[config.mk]
export PLATFORM = sky130hd
export DESIGN_NAME = freq_meter
export DESIGN_NICKNAME = d
export VERILOG_FILES = /design/src/rtl/freq_meter.sv
export SDC_FILE = /design/constraint.sdc
export NUM_CORES = 1
export LEC_CHECK = 0
export ABC_AREA = 1
export BUFFER_PORTS_ARGS = -buffer_cell sky130_fd_sc_hd__clkbuf_2
export CORE_UTILIZATION = 50
export CTS_BUF_LIST = sky130_fd_sc_hd__clkbuf_16
export DETAILED_ROUTE_END_ITERATION = 10
export PLACE_DENSITY_LB_ADDON = 0.15
export SYNTH_ARGS = -nofsm -noshare
export SYNTH_HDL_FRONTEND = slang
export SYNTH_SLANG_ARGS = --single-unit
export TNS_END_PERCENT = 5
[constraint.sdc]
create_clock -name i_clk -period 3.6 [get_ports i_clk]
set_input_delay 1.08 -clock i_clk [delete_from_list [all_inputs] [get_ports i_clk]]
set_output_delay 1.08 -clock i_clk [all_outputs]
set_load 0.01 [all_outputs]
[src/rtl/freq_meter.sv]
// Gated edge counter: counts synchronized rising edges of i_sig between 1 s gate pulses, reports Hz.
// Define FREQ_METER_AVG_EN to report a 4-window moving average instead of the raw window count.
module freq_meter #(
  parameter int P_CNT_W       = 32,
  parameter int P_SYNC_STAGES = 2
) (
  input  logic               i_clk,
  input  logic               i_rst,
  input  logic               i_gate_pulse,
  input  logic               i_sig,
  input  logic               i_en,
  output logic [P_CNT_W-1:0] o_freq,
  output logic               o_valid,
  output logic               o_ovf,
  output logic               o_busy
);

  typedef enum logic [1:0] {S_IDLE = 2'd0, S_ARM = 2'd1, S_COUNT = 2'd2} state_t;

  localparam logic [P_CNT_W-1:0] CNT_MAX = '1;
  localparam logic [P_CNT_W-1:0] CNT_ONE = 1;

  state_t                     state, state_nxt;
  logic                       close_win;
  logic [P_SYNC_STAGES-1:0]   sync_q;
  logic                       sig_dly, edge_q;
  logic [P_CNT_W-1:0]         cnt_q, win_cnt;
  logic                       sat_q, win_sat, at_max;

  // Edge is registered once more so the counter sees it P_SYNC_STAGES+1 cycles after sampling
  always_ff @(posedge i_clk or posedge i_rst) begin
    if (i_rst) begin
      sync_q  <= '0;
      sig_dly <= 1'b0;
      edge_q  <= 1'b0;
    end else begin
      sync_q  <= {sync_q[P_SYNC_STAGES-2:0], i_sig};
      sig_dly <= sync_q[P_SYNC_STAGES-1];
      edge_q  <= sync_q[P_SYNC_STAGES-1] & ~sig_dly;
    end
  end

  assign at_max  = (cnt_q == CNT_MAX);
  assign win_cnt = (edge_q && !at_max) ? cnt_q + CNT_ONE : cnt_q;
  assign win_sat = sat_q | (edge_q & at_max);

  always_ff @(posedge i_clk or posedge i_rst) begin
    if (i_rst) state <= S_IDLE;
    else       state <= state_nxt;
  end

  always_comb begin
    state_nxt = state;
    close_win = 1'b0;
    if (!i_en) begin
      state_nxt = S_IDLE;
    end else begin
      case (state)
        S_IDLE:  state_nxt = S_ARM;
        S_ARM:   if (i_gate_pulse) state_nxt = S_COUNT;
        S_COUNT: close_win = i_gate_pulse;
        default: state_nxt = S_IDLE;
      endcase
    end
  end

  always_ff @(posedge i_clk or posedge i_rst) begin
    if (i_rst) begin
      cnt_q <= '0;
      sat_q <= 1'b0;
    end else if (!i_en || state != S_COUNT || close_win) begin
      cnt_q <= '0;
      sat_q <= 1'b0;
    end else begin
      cnt_q <= win_cnt;
      sat_q <= win_sat;
    end
  end

  assign o_busy = (state != S_IDLE);

`ifdef FREQ_METER_AVG_EN
  logic [P_CNT_W-1:0] hist_cnt [3];
  logic [2:0]         hist_sat;
  logic [1:0]         n_win;
  logic [P_CNT_W+1:0] sum;

  assign sum = {2'b00, win_cnt} + {2'b00, hist_cnt[0]} + {2'b00, hist_cnt[1]} + {2'b00, hist_cnt[2]};

  // History only survives while we stay in S_COUNT
  always_ff @(posedge i_clk or posedge i_rst) begin
    if (i_rst) begin
      o_freq   <= '0;
      o_valid  <= 1'b0;
      o_ovf    <= 1'b0;
      hist_cnt <= '{default: '0};
      hist_sat <= '0;
      n_win    <= '0;
    end else begin
      o_valid <= 1'b0;
      if (state_nxt != S_COUNT) begin
        hist_cnt <= '{default: '0};
        hist_sat <= '0;
        n_win    <= '0;
      end else if (close_win) begin
        hist_cnt[2] <= hist_cnt[1];
        hist_cnt[1] <= hist_cnt[0];
        hist_cnt[0] <= win_cnt;
        hist_sat    <= {hist_sat[1:0], win_sat};
        if (n_win != 2'd3) n_win <= n_win + 2'd1;
        if (n_win == 2'd3) begin
          o_valid <= 1'b1;
          o_freq  <= sum[P_CNT_W+1:2];
          o_ovf   <= win_sat | (|hist_sat);
        end
      end
    end
  end
`else
  always_ff @(posedge i_clk or posedge i_rst) begin
    if (i_rst) begin
      o_freq  <= '0;
      o_valid <= 1'b0;
      o_ovf   <= 1'b0;
    end else begin
      o_valid <= close_win;
      if (close_win) begin
        o_freq <= win_cnt;
        o_ovf  <= win_sat;
      end
    end
  end
`endif

endmodule

=== Yosys cells after proc, flatten, opt, wreduce, memory -nomap -nowiden ===
Index checks and enable logic that the tools add are counted.

* Input port bits: 5
* Output and inout port bits: 35
* Flip-flop bits (word level): 73

* Bitwise gates (word level): 4
* Multiplexer cells: 8
* $add $sub $neg: 1
* Equal/unequal tests: 6
* Reductions and logical operators: 8

{| class="wikitable"
|+ Operator list
! operator !! count
|-
| 32-bit 2-to-1 mux || 2
|-
| 32-bit by 1-bit adder with 32-bit output, second input constant || 1
|-
| 32-bit == test, second input constant || 1
|-
| 2-bit case mux with 3 select lines || 1
|-
| 2-bit 2-to-1 mux || 2
|-
| 2-bit inequality test, second input constant || 2
|-
| 1-bit 2-to-1 mux || 3
|-
| 3-bit inequality test, second input constant || 1
|-
| 1-bit bitwise AND || 2
|-
| 2-bit by 1-bit == test with 1-bit output, second input constant || 1
|-
| 2-bit == test, second input constant || 1
|-
| 1-bit logical NOT || 2
|-
| 2-bit logical NOT || 1
|-
| 1-bit logical OR || 2
|-
| 2-bit AND reduction || 1
|-
| 2-bit nonzero test || 1
|-
| 1-bit logical AND || 1
|-
| 1-bit inverter || 1
|-
| 1-bit OR || 1
|}

=== Depth between registers and ports, before layout ===
* Depth after elaboration: 5
* Mapped depth: 12
* Gate-level depth less buffers: 12

=== Worst setup path before layout ===
Ideal clock, no wire load.

* Kind: in2reg
* Start point: in i_en
* End point: reg o_freq[6]
* Arrival time: 1,905 ps
* Setup time: 133 ps
* Required time: 3,467 ps
* Stages: 8
* Path slack: 1,562 ps
* Path through: nand2_1 -> nor2_1 -> inv_1 -> nor2_2 -> inv_1 -> clkbuf_1 -> nand2_1 -> o21ai_1

* Word-level cells in the longest chain between the ends: 1

{| class="wikitable"
|+ RTL lines
! element !! line !! RTL
|-
| start: declaration || 11 || <nowiki>input logic i_en,</nowiki>
|-
| 1-bit 2-to-1 mux || 55 || <nowiki>if (!i_en) begin</nowiki>
|-
| end signal: assignment || 128 || <nowiki>o_freq <= win_cnt;</nowiki>
|-
| end: declaration || 12 || <nowiki>output logic [P_CNT_W-1:0] o_freq,</nowiki>
|}

Every way passes these cells.
A chain may end at the register's enable or synchronous reset.

=== Final worst setup path ===
* Start point: reg state[1]
* End point: out o_busy

* Word-level cells in the longest chain between the ends: 1

{| class="wikitable"
|+ RTL lines
! element !! line !! RTL
|-
| start: declaration || 23 || <nowiki>state_t state, state_nxt;</nowiki>
|-
| start signal: assignment || 49 || <nowiki>else state <= state_nxt;</nowiki>
|-
| 2-bit nonzero test || 80 || <nowiki>assign o_busy = (state != S_IDLE);</nowiki>
|-
| end: declaration || 15 || <nowiki>output logic o_busy</nowiki>
|}

Every way passes these cells.

==> summary.md <==
| Metric | Value |
|---|---|
| Status | `complete, no violations` |
| Initial Utilization | `a little over half` |
| Final hold vios | `0` |
| Vias post-DR | `3302` |
| GRT Total Usage | `22.9%` |
| Worst r2r path cells | `12` |
| Worst Skew | `0.00641 ns` |
| Hpwl dp | `approximately 6 mm` |
| TritonCTS Buffers | `9` |
| Die area | `8120 sq um` |
| CTS tree | `done` |
| Hold Path Class | `register to register` |
| Final Instance Area | `4460 sq um` |
| Critical Path End | `o_busy` |
| FP Rows | `31` |
| PD cells | `391 nW/um^2` |
| Post-Syn Area | `3880 sq um` |
| Kind of critical path | `register to output pin` |
| Gate Count Post-Synth | `roughly 520` |
| Die X | `90.1 um` |
| Largest net degree at the start of global routing | `74` |
| Sequential share of the synthesized area | `about 47%` |
| Area of placed instances | `around 4200 sq um` |
| CTS sink count | `73` |
| Num ports | `40` |
| Bufs on Longest Clock Path | `2` |
| RSZ-0062 raised after global routing | `no` |
| R2r endpoint | `o_freq[11]` |
| Flops & latches, synth | `73` |
| R2R Path Start | `cnt_q[0]` |
| Worst EP required | `2.52 ns` |
| Setup Fix Bufs, Post-CTS | `0` |
| Fin crit share | `about three fifths` |
| Gpl congestion | `0.920` |
| Global-route wire length before repair | `14.8 mm` |
| Slew Limit Fails | `0` |
| Final Routed Wirelength | `around 8.6 mm` |
| Commonest cells in the netlist | `211 x nand2_1, 73 x dfrtp_1, 65 x nor2_1` |
| Vias in the first global route | `3201` |
| Final setup TNS | `0 ns` |
| Cell with the most instances after synthesis | `nand2_1` |
| Worst slew margin | `27.9%` |
| CTS H-Tree Depth | `3` |
| Nets | `around 570` |
| CTS resizes | `0` |
| Final setup fails | `0` |
| Max Cap Viol | `0` |
| Post-synth top area cell | `dfrtp_1` |
| Minimum clock period | `2.22 ns` |
| Most used flip-flop cell after synthesis | `dfrtp_1` |
| Worst-Margin Slew | `1.08 ns` |
| Critical path launch point | `state[1]` |
| Initial antenna violation count | `0` |
| Synth Warn # | `0` |
| Core area | `7370 sq um` |
| Total grt overflow | `0` |
| Synth unique cells | `33` |
| Syn avg cell area | `7.45 sq um` |
| Port bufs | `39` |
| Remaining DRCs | `0` |
| Skew-Pair Late Insertion Delay | `~0.33 ns` |
| Cell Count, Final, Fillers Out | `665` |
| Antenna-violating nets left | `0` |
| FFs w/ async S/R, synth | `100%` |
| P_leak | `2.17 nW` |
| Drt first-iter violations | `161` |
| R2r setup slk | `1.47 ns` |
| Area share of the largest cell type after synthesis | `47.0%` |
| ANT cells | `0` |
| Crit. End Element | `output pin` |
| Hold_buf cts | `0` |
| Post-Place Cells | `approximately 650` |
| FMAX | `450 MHz` |
| Clock transition at the registers of the reported paths | `~0.060 ns` |
| Post-Syn Nets | `527` |
| Number of synthesized flops with an enable pin | `0` |
| Worst-path fanout max | `3` |
| Area Overhead vs Synth | `14.8%` |
| Critical Path AT | `around 1.1 ns` |
| Vias per cell | `4.97` |
| DR pass1 iterations | `4` |
| Utilization after layout | `60.5%` |
| Clock root cell | `clkbuf_16` |
| Setup crit start kind | `register` |
| Wire per inst | `12.9 um` |
| Share of layout cells above drive strength 1 | `about 17%` |
| VDD IR-drop max | `0.213 mV` |
| Height of the chip | `90.1 um` |
| Top post-synthesis cells by area | `dfrtp_1 47%, nand2_1 20%, nor2_1 6.3%, nand3_1 4.5%, inv_1 4.1%` |
cell usage in the layout (no fill, tap or decap), drive strengths merged:
master,instances
and2,2
o21ai,11
nor2,78
inv,48
clkbuf,48
or3,1
buf,3
dfrtp,73
nand4,7
nor3,2
nand2,220
ha,1
o21bai,2
or2,2
xnor2,3
bufinv,1
nand3,43
clkinvlp,2
nand3b,2
a21oi,10
clkinv,4
xor2,3
how the worst min path moves through the flow:
stage,startpoint,to,slack [ns],depth (start not counted)
floorplan,sync_q[0],sync_q[1],0.33,0
global placement,sync_q[0],sync_q[1],0.34,0
detailed placement,sync_q[0],sync_q[1],0.34,0
CTS,sync_q[0],sync_q[1],0.35,0
global route,sync_q[0],sync_q[1],0.37,0
finish,sync_q[0],sync_q[1],0.35,0
kinds of logic (layout without fill, tap and decap cells):
family | Yosys count | after routing | share of synthesized area (%)
simple gates | 357 | 357 | 41.5
compound gates | 23 | 23 | 3.38
xor+xnor | 6 | 6 | 1.35
buf+inv | 61 | 106 | 6.41
flops | 73 | 73 | 47.0
fa+ha+maj | 1 | 1 | 0.322
routing by layer:
layer	share of wire [%]	GRT usage (%)
met2	47	36.8
met3	3.7	3.47
met5	0	0
met4	1.8	12.0
met1	48	30.0
critical path, stage by stage, from the launching register on:
cell and delay (ns):
dfrtp_1 0.40, or2_2 0.29, clkbuf_2 0.13
cell type report:
class                   instances  area [sq um]
clock inverters                 7          62.6
multi-input cells             387          1810
fillers                       679          2910
inverters                      48           180
repair buffers                 42           230
flip-flops and latches         73          1830
clock buffers                   9           225
well taps                      99           124
power breakdown:
part | leakage, nW | total (mW) | switching [mW] | internal [mW]
Combinational | 1.03 | 0.0530 | 0.0387 | 0.0144
Clock | 0.140 | 0.856 | 0.327 | 0.528
Sequential | 1.01 | 0.835 | 0.00596 | 0.829
stage by stage:
| stage | total power, mW | setup slack [ns] | hold slack, ns |
|---|---|---|---|
| 2_1_floorplan | 0.884 | 0.667 | 0.331 |
| 3_3_place_gp | 0.903 | 1.16 | 0.338 |
| 3_5_place_dp | 0.905 | 1.09 | 0.341 |
| 4_1_cts | 1.76 | 1.36 | 0.354 |
| 5_1_grt | 1.80 | 1.30 | 0.366 |
| 6_report | 1.74 | 1.38 | 0.350 |
flip-flops by register name, indices dropped and copies added (netlist names):
name,count
sat_q,1
sig_dly,1
o_valid,1
cnt_q,32
edge_q,1
sync_q,2
o_ovf,1
state,2
o_freq,32
Note: power is estimated with default switching activity, not from simulation.
